--- config.mk ---
export PLATFORM = sky130hd
export DESIGN_NAME = slc3_step_driver
export DESIGN_NICKNAME = d
export VERILOG_FILES = /design/src/rtl/slc3_step_driver.sv
export SDC_FILE = /design/constraint.sdc
export NUM_CORES = 1
export LEC_CHECK = 0
export ABC_AREA = 0
export CAP_MARGIN = 20
export CORE_MARGIN = 10
export CORE_UTILIZATION = 47
export DETAILED_ROUTE_END_ITERATION = 10
export PLACE_DENSITY = 0.81
export SYNTH_ARGS = -nofsm -noshare
export SYNTH_HDL_FRONTEND = slang
export SYNTH_SLANG_ARGS = --single-unit
--- constraint.sdc ---
create_clock -name Clk -period 2.8 [get_ports Clk]
set_input_delay 0.56 -clock Clk [delete_from_list [all_inputs] [get_ports Clk]]
set_output_delay 0.56 -clock Clk [all_outputs]
set_load 0.05 [all_outputs]
--- src/rtl/slc3_step_driver.sv ---
// Run/Continue button sequencer for the SLC-3: loads S, presses Run once, then
// issues N Continue press/release pairs (or free-runs) at a programmable half-period.
module slc3_step_driver #(
   parameter int CNT_W  = 16,
   parameter int HALF_W = 8,
   parameter int SW_W   = 16
) (
   input  logic              Clk,
   input  logic              Reset,
   input  logic              Start,
   input  logic              Abort,
   input  logic [CNT_W-1:0]  Steps,
   input  logic [HALF_W-1:0] Half,
   input  logic [SW_W-1:0]   S_in,
   output logic              Run,
   output logic              Continue,
   output logic [SW_W-1:0]   S,
   output logic              Busy,
   output logic              Done,
   output logic [CNT_W-1:0]  Step_cnt
);

   typedef enum logic [2:0] {
      IDLE, RUN_PRESS, RUN_REL, CONT_PRESS, CONT_REL, DONE
   } state_t;

   state_t            state_q, state_d;
   logic [HALF_W-1:0] hcnt_q, hcnt_d;
   logic [HALF_W-1:0] h_q, h_d;
   logic [CNT_W-1:0]  n_q, n_d;
   logic [SW_W-1:0]   s_q, s_d;
   logic [CNT_W-1:0]  step_q, step_d;
   logic              run_q, cont_q, busy_q, done_q;
   logic              last;
   logic              free_run;

   assign last     = (hcnt_q == '0);
   assign free_run = &n_q;

   always_comb begin
      state_d = state_q;
      h_d     = h_q;
      n_d     = n_q;
      s_d     = s_q;
      step_d  = step_q;
      hcnt_d  = hcnt_q - HALF_W'(1);
      case (state_q)
         IDLE: begin
            hcnt_d = hcnt_q;
            if (Start && !Abort) begin
               state_d = RUN_PRESS;
               h_d     = (Half == '0) ? HALF_W'(1) : Half;
               n_d     = Steps;
               s_d     = S_in;
               step_d  = '0;
            end
         end
         RUN_PRESS:  if (last) state_d = RUN_REL;
         RUN_REL:    if (last) state_d = (n_q == '0) ? DONE : CONT_PRESS;
         CONT_PRESS: if (last) state_d = CONT_REL;
         CONT_REL: begin
            if (last) begin
               step_d  = step_q + CNT_W'(1);
               state_d = (!free_run && step_d == n_q) ? DONE : CONT_PRESS;
            end
         end
         DONE: begin
            hcnt_d  = hcnt_q;
            state_d = IDLE;
         end
         default: state_d = IDLE;
      endcase
      // Abort drops the sequence but leaves S and the pulse count for inspection
      if (Abort && state_q != IDLE) begin
         state_d = IDLE;
         step_d  = step_q;
      end
      if (state_d != state_q) hcnt_d = h_d - HALF_W'(1);
   end

   always_ff @(posedge Clk or posedge Reset) begin
      if (Reset) begin
         state_q <= IDLE;
         hcnt_q  <= '0;
         h_q     <= '0;
         n_q     <= '0;
         s_q     <= '0;
         step_q  <= '0;
         run_q   <= 1'b1;
         cont_q  <= 1'b1;
         busy_q  <= 1'b0;
         done_q  <= 1'b0;
      end else begin
         state_q <= state_d;
         hcnt_q  <= hcnt_d;
         h_q     <= h_d;
         n_q     <= n_d;
         s_q     <= s_d;
         step_q  <= step_d;
         // outputs decoded from the next state so they are registered yet aligned with it
         run_q   <= (state_d != RUN_PRESS);
         cont_q  <= (state_d != CONT_PRESS);
         busy_q  <= (state_d != IDLE) && (state_d != DONE);
         done_q  <= (state_d == DONE);
      end
   end

   assign Run      = run_q;
   assign Continue = cont_q;
   assign S        = s_q;
   assign Busy     = busy_q;
   assign Done     = done_q;
   assign Step_cnt = step_q;

endmodule

======== Word-level counts from Yosys, hierarchy flattened ========
Index checks and enable logic that the tools add are counted.
cells by class
  reductions and logical operators ........ 17
  add/sub/neg operators ................... 3
  bitwise logic cells ..................... 1
  equality and inequality tests ........... 14
  multiplexer cells ....................... 17
operators with widths
  cell                                                                     count
  8-bit 2-to-1 mux                                                         5
  16-bit 2-to-1 mux                                                        2
  16-bit case mux with 2 select lines                                      1
  3-bit 2-to-1 mux                                                         8
  16-bit by 1-bit adder with 16-bit output, second input constant          1
  16-bit equality test                                                     1
  16-bit zero test                                                         1
  8-bit zero test                                                          2
  16-bit AND reduction                                                     1
  8-bit by 1-bit subtractor with 8-bit output, second input constant       2
  3-bit case mux with 5 select lines                                       1
  3-bit equality test, second input constant                               3
  3-bit by 2-bit equality test with 1-bit output, second input constant    2
  3-bit nonzero test                                                       2
  1-bit logical AND                                                        4
  2-bit inequality test, second input constant                             2
  4-bit AND reduction                                                      1
  3-bit by 1-bit equality test with 1-bit output, second input constant    1
  3-bit zero test                                                          1
  3-bit by 1-bit inequality test with 1-bit output, second input constant  1
  3-bit by 2-bit inequality test with 1-bit output, second input constant  1
  3-bit inequality test                                                    1
  3-bit inequality test, second input constant                             1
  1-bit zero test                                                          2
  other kinds (5)                                                          5
word-level totals
  logic and storage cells ................. 62
  bits in registers ....................... 71
  output and inout bits ................... 36

======== Longest topological paths before layout ========
  word-level depth ........................ 9
  depth in mapped cells ................... 13
  depth with buffers taken out ............ 11

======== Worst setup path before layout ========
OpenSTA, ideal clock, no wires.
  path type ............................... register to register
  from .................................... reg hcnt_q[0]
  to ...................................... reg hcnt_q[6]
  period minus slack after synthesis ...... 2891 ps
  arrival time ............................ 2750 ps
  cell stages (with the launch flop) ...... 14
  buffers on the path ..................... 2
  path slack .............................. -91 ps
  path through ............................ dfrtp_1 > nor4_4 > and3_1 > buf_6 > a22o_1 > o41a_1 > buf_6 > mux2i_1 > ha_1 > nor3b_1 > nand2_1 > xnor2_1 > o32ai_1 > mux2i_1
between the ends
  word-level cells in the longest chain between the ends .. 6
  elaborated cells between the ends (all ways) .. 12
  classes of those cells .................. add/sub: 1; eq/ne: 2; mux: 8; reduce/logical: 1
ends and longest elaborated chain
  item                                                                                                   line  source
  start, declared                                                                                        28    logic [HALF_W-1:0] hcnt_q, hcnt_d;
  start signal, assigned                                                                                 95    hcnt_q <= hcnt_d;
  8-bit zero test                                                                                        37    assign last = (hcnt_q == '0);
  3-bit 2-to-1 mux, on equally long branches                                                             n/a
  3-bit case mux with 5 select lines                                                                     47    case (state_q)
  3-bit 2-to-1 mux                                                                                       74    if (Abort && state_q != IDLE) begin
  3-bit inequality test                                                                                  78    if (state_d != state_q) hcnt_d = h_d - HALF_W'(1);
  2-bit by 1-bit inequality test with 1-bit output (no source line) or 8-bit 2-to-1 mux (tied branches)  n/a
Parallel ways exist; a longest one is shown, timed or not. The select of a mux whose other input is x is not followed.
A chain may end at the register's enable or synchronous reset.

======== Worst setup path in the final report ========
Same ends and word-level chain as after synthesis.

==> qor.csv <==
stage;metric;value;unit
synthesis;postSynth.asyncResetShare;100;%
cells_and_area;nets;540;
cells_and_area;synthToLayoutAreaGrowth;34.4;%
floorplanning;die_h;113;um
clock_tree;postCtsHoldBufs;0;
place;pre_cts_ws;-0.256;ns
clock_tree;path_clk_slew;0.08;ns
setup_path;crit_slowest_cell;dfrtp_2;
cells_and_area;antenna_cells;0;
setup_path;slowest_delay;0.44;ns
synthesis;synth_nets;438;
setup_path;crit_path_frequent_cell;mux2i_1;
sta;fin_ws;-0.0144;ns
grt;antenna_found_initial;0;
place;hpwl;8.29;mm
drt;via_per_inst;5.90;
synthesis;ys_ff_latch;71;
setup_path;cp_data_required_time;3.02;ns
cells_and_area;final.fill_count;649;
floorplanning;dieArea;12700;um^2
grt;grt_pass1_vias;3591;
sta;finalHoldViolCount;0;
cells_and_area;post-route-util;65.3;%
min_path;worstHoldPathType;reg2reg;
synthesis;syn_inst;392;
grt;grtUsageTotal;17.5;%
drt;route.met2.wl;5.89;mm
setup_path;crit_path_end_kind;flop;
synthesis;synth.most_common_cell;dfrtp_1;
status;run_status;finished, violations left;
drt;antenna_left;0;
drt;routedWlPerCell;18.9;um
clock_tree;htree_levels;3;
synthesis;ys_types;68;
place;gp_congestion;0.876;
setup_path;cpLargestDelayFamily;compound AO/OA/AOI/OAI gates;
power;power_density;729;nW/um^2
setup_path;path_buf_inv;0;
drt;drcViolationCount;0;
clock_tree;cts_tree;yes;
sta;post-route-period-util;101;%
floorplanning;row_count;33;
floorplanning;ios;80;
drt;drt_iter0_drc;283;
power;peakVddDrop;0.000520;V
sta;slew_headroom;48.3;%
synthesis;ys.flop_type;dfrtp_1;
synthesis;yosysTopAreaCell;dfrtp_1;
sta;whs;0.510;ns
clock_tree;cts_buffer_depth;2;
setup_path;cp_max_fo;5;
sta;drv_slew;0;
floorplanning;core_area;8300;um^2
synthesis;synthTopCellsByCount;dfrtp_1, mux2_2, o21ai_0, nand2_1, nor2_1;
synthesis;synth_top_area_share;42.8;%
clock_tree;cts_root_buffer;clkbuf_8;
sta;worst_slew_pin_slew;0.769;ns
drt;dr_wl_met3;711;um
setup_path;crit_arrival;3.03;ns
status;violations;negative setup slack;
sta;fmax;0.355;GHz
grt;overflow;0;
drt;route.top_layer_used;met4;
power;cellLeakagePower;2.18;nW
synthesis;postSynthAreaPerCell;10.3;um^2
sta;fin_skew;0.0101;ns
grt;grt_max_degree;72;
synthesis;synth_edf_count;0;
synthesis;synth_area_leaders;dfrtp_1, mux2_2, xnor2_1;
floorplanning;die_w;113;um
synthesis;ys.warnings.count;0;
setup_path;crit_path_start_kind;flop;
cells_and_area;drive_gt1_share;24.0;%
setup_path;critical_path_class;reg2reg;
clock_tree;cts_made_buffers;9;
sta;grt_setup_unrepaired;true;
synthesis;synth_seq_area_share;44.1;%
flow_run;maxCapViolCount;0;
floorplanning;start_util;48.6;%
drt;met1_length;4.55;mm
clock_tree;cts_num_sinks;71;
clock_tree;insertion_delay;0.36;ns
place;numPortBuffers;79;
sta;min_period;2.81;ns
drt;vias;3563;
synthesis;synth_area;4030;um^2
grt;grt_pass1_wl;18.5;mm
setup_path;crit_chain;nor4_4, a311oi_1, o21ai_1, o41a_1, mux2i_1, ha_2, nor3b_2, nand2_1, xnor2_1, o32ai_1, mux2i_1;
sta;final-setup-viol-count;1;
drt;drt_wl_total;11.4;mm
drt;dr.pass1.iters;5;
## cell families after synthesis
group | count (synthesis) | synth area share (%)
and+or+nand+nor | 121 | 17.7
AOI/OAI and AO/OA | 93 | 15.7
DFF | 71 | 44.1
muxes | 44 | 12.1
buffers and inverters | 34 | 3.94
xor gates and xnor gates | 27 | 5.87
adders and majority gates | 2 | 0.621
## stage by stage
step / setup TNS [ns] / power [W] / instances / area [um^2]
2_1_floorplan: 0 / 0.00235 / 392 / 4040
3_3_place_gp: -0.192 / 0.00283 / 586 / 5110
3_5_place_dp: -0.531 / 0.00289 / 586 / 5110
4_1_cts: 0 / 0.00391 / 603 / 5370
5_1_grt: -0.140 / 0.00415 / 604 / 5420
6_report: -0.0144 / 0.00395 / 604 / 5420
## cells in the final DEF, fill, tap and decap left out, drive strengths merged, types with 7 or more instances in the layout
cell type	synthesis	layout
xor2	7	7
mux2i	7	7
clkbuf	10	11
nor4	13	13
nand4	13	13
nor2	26	26
a21oi	15	15
a31oi	7	7
nand2	24	24
clkdlybuf4s50	0	79
nor3	8	8
o21ai	36	36
buf	15	37
inv	9	10
mux2	37	37
xnor2	20	20
dfrtp	69	69
o31ai	8	8
## per-layer routing
metal | GRT usage (%) | up-vias
met5 | 0 | -
met3 | 3.78 | 22
met1 | 21.3 | 1746
met4 | 7.36 | 0
li1 | - | 1664
met2 | 29.3 | 131
## worst register-to-register path: stages (launching register included)
cell and delay [ns]:
dfrtp_2 0.44, nor4_4 0.40, a311oi_1 0.16, o21ai_1 0.24, o41a_1 0.28, mux2i_1 0.28, ha_2 0.22, nor3b_2 0.19
nand2_1 0.09, xnor2_1 0.13, o32ai_1 0.13, mux2i_1 0.12
## state kept, by name (all words and copies together), names as in the netlist
register / flops
state_q: 3
Busy: 1
Run: 1
hcnt_q: 8
Done: 1
h_q: 8
S: 16
Step_cnt: 16
Continue: 1
n_q: 16
## path summary, 6_finish.rpt
check | startpoint | endpoint | slack (ns) | cells after the start
max reg2reg | hcnt_q[0] | hcnt_q[6] | -0.01 | 11
max | hcnt_q[0] | hcnt_q[6] | -0.01 | 11
min reg2reg | S[8] | S[8] | 0.51 | 1
min in group asynchronous | Reset | S[2] | 0.60 | 3
min | S[8] | S[8] | 0.51 | 1
max in group asynchronous | Reset | Continue | 1.88 | 3
## power breakdown
group	switching (W)	total [W]	internal [W]
Sequential	0.000225	0.00149	0.00126
Clock	0.000401	0.00102	0.000618
Combinational	0.000780	0.00145	0.000667
Total	0.00141	0.00395	0.00255
## final cells by class
type	count	area (um^2)	share of cell area, %
multi-input cells	287	2150	39.6
flip-flops and latches	71	1780	32.9
repair buffers	116	1080	20.0
clock buffers	11	141	2.61
well taps	105	131	2.42
clock inverters	5	104	1.92
inverters	9	33.8	0.624
## what timing repair did
action                     in CTS  in global routing
setup buffers                   1                  1
hold endpoints to repair        0                  0
setup endpoints to repair       1                  3
pin swaps                       1                  3
resized for setup               0                 10
Note: power is estimated with default switching activity, not from simulation.
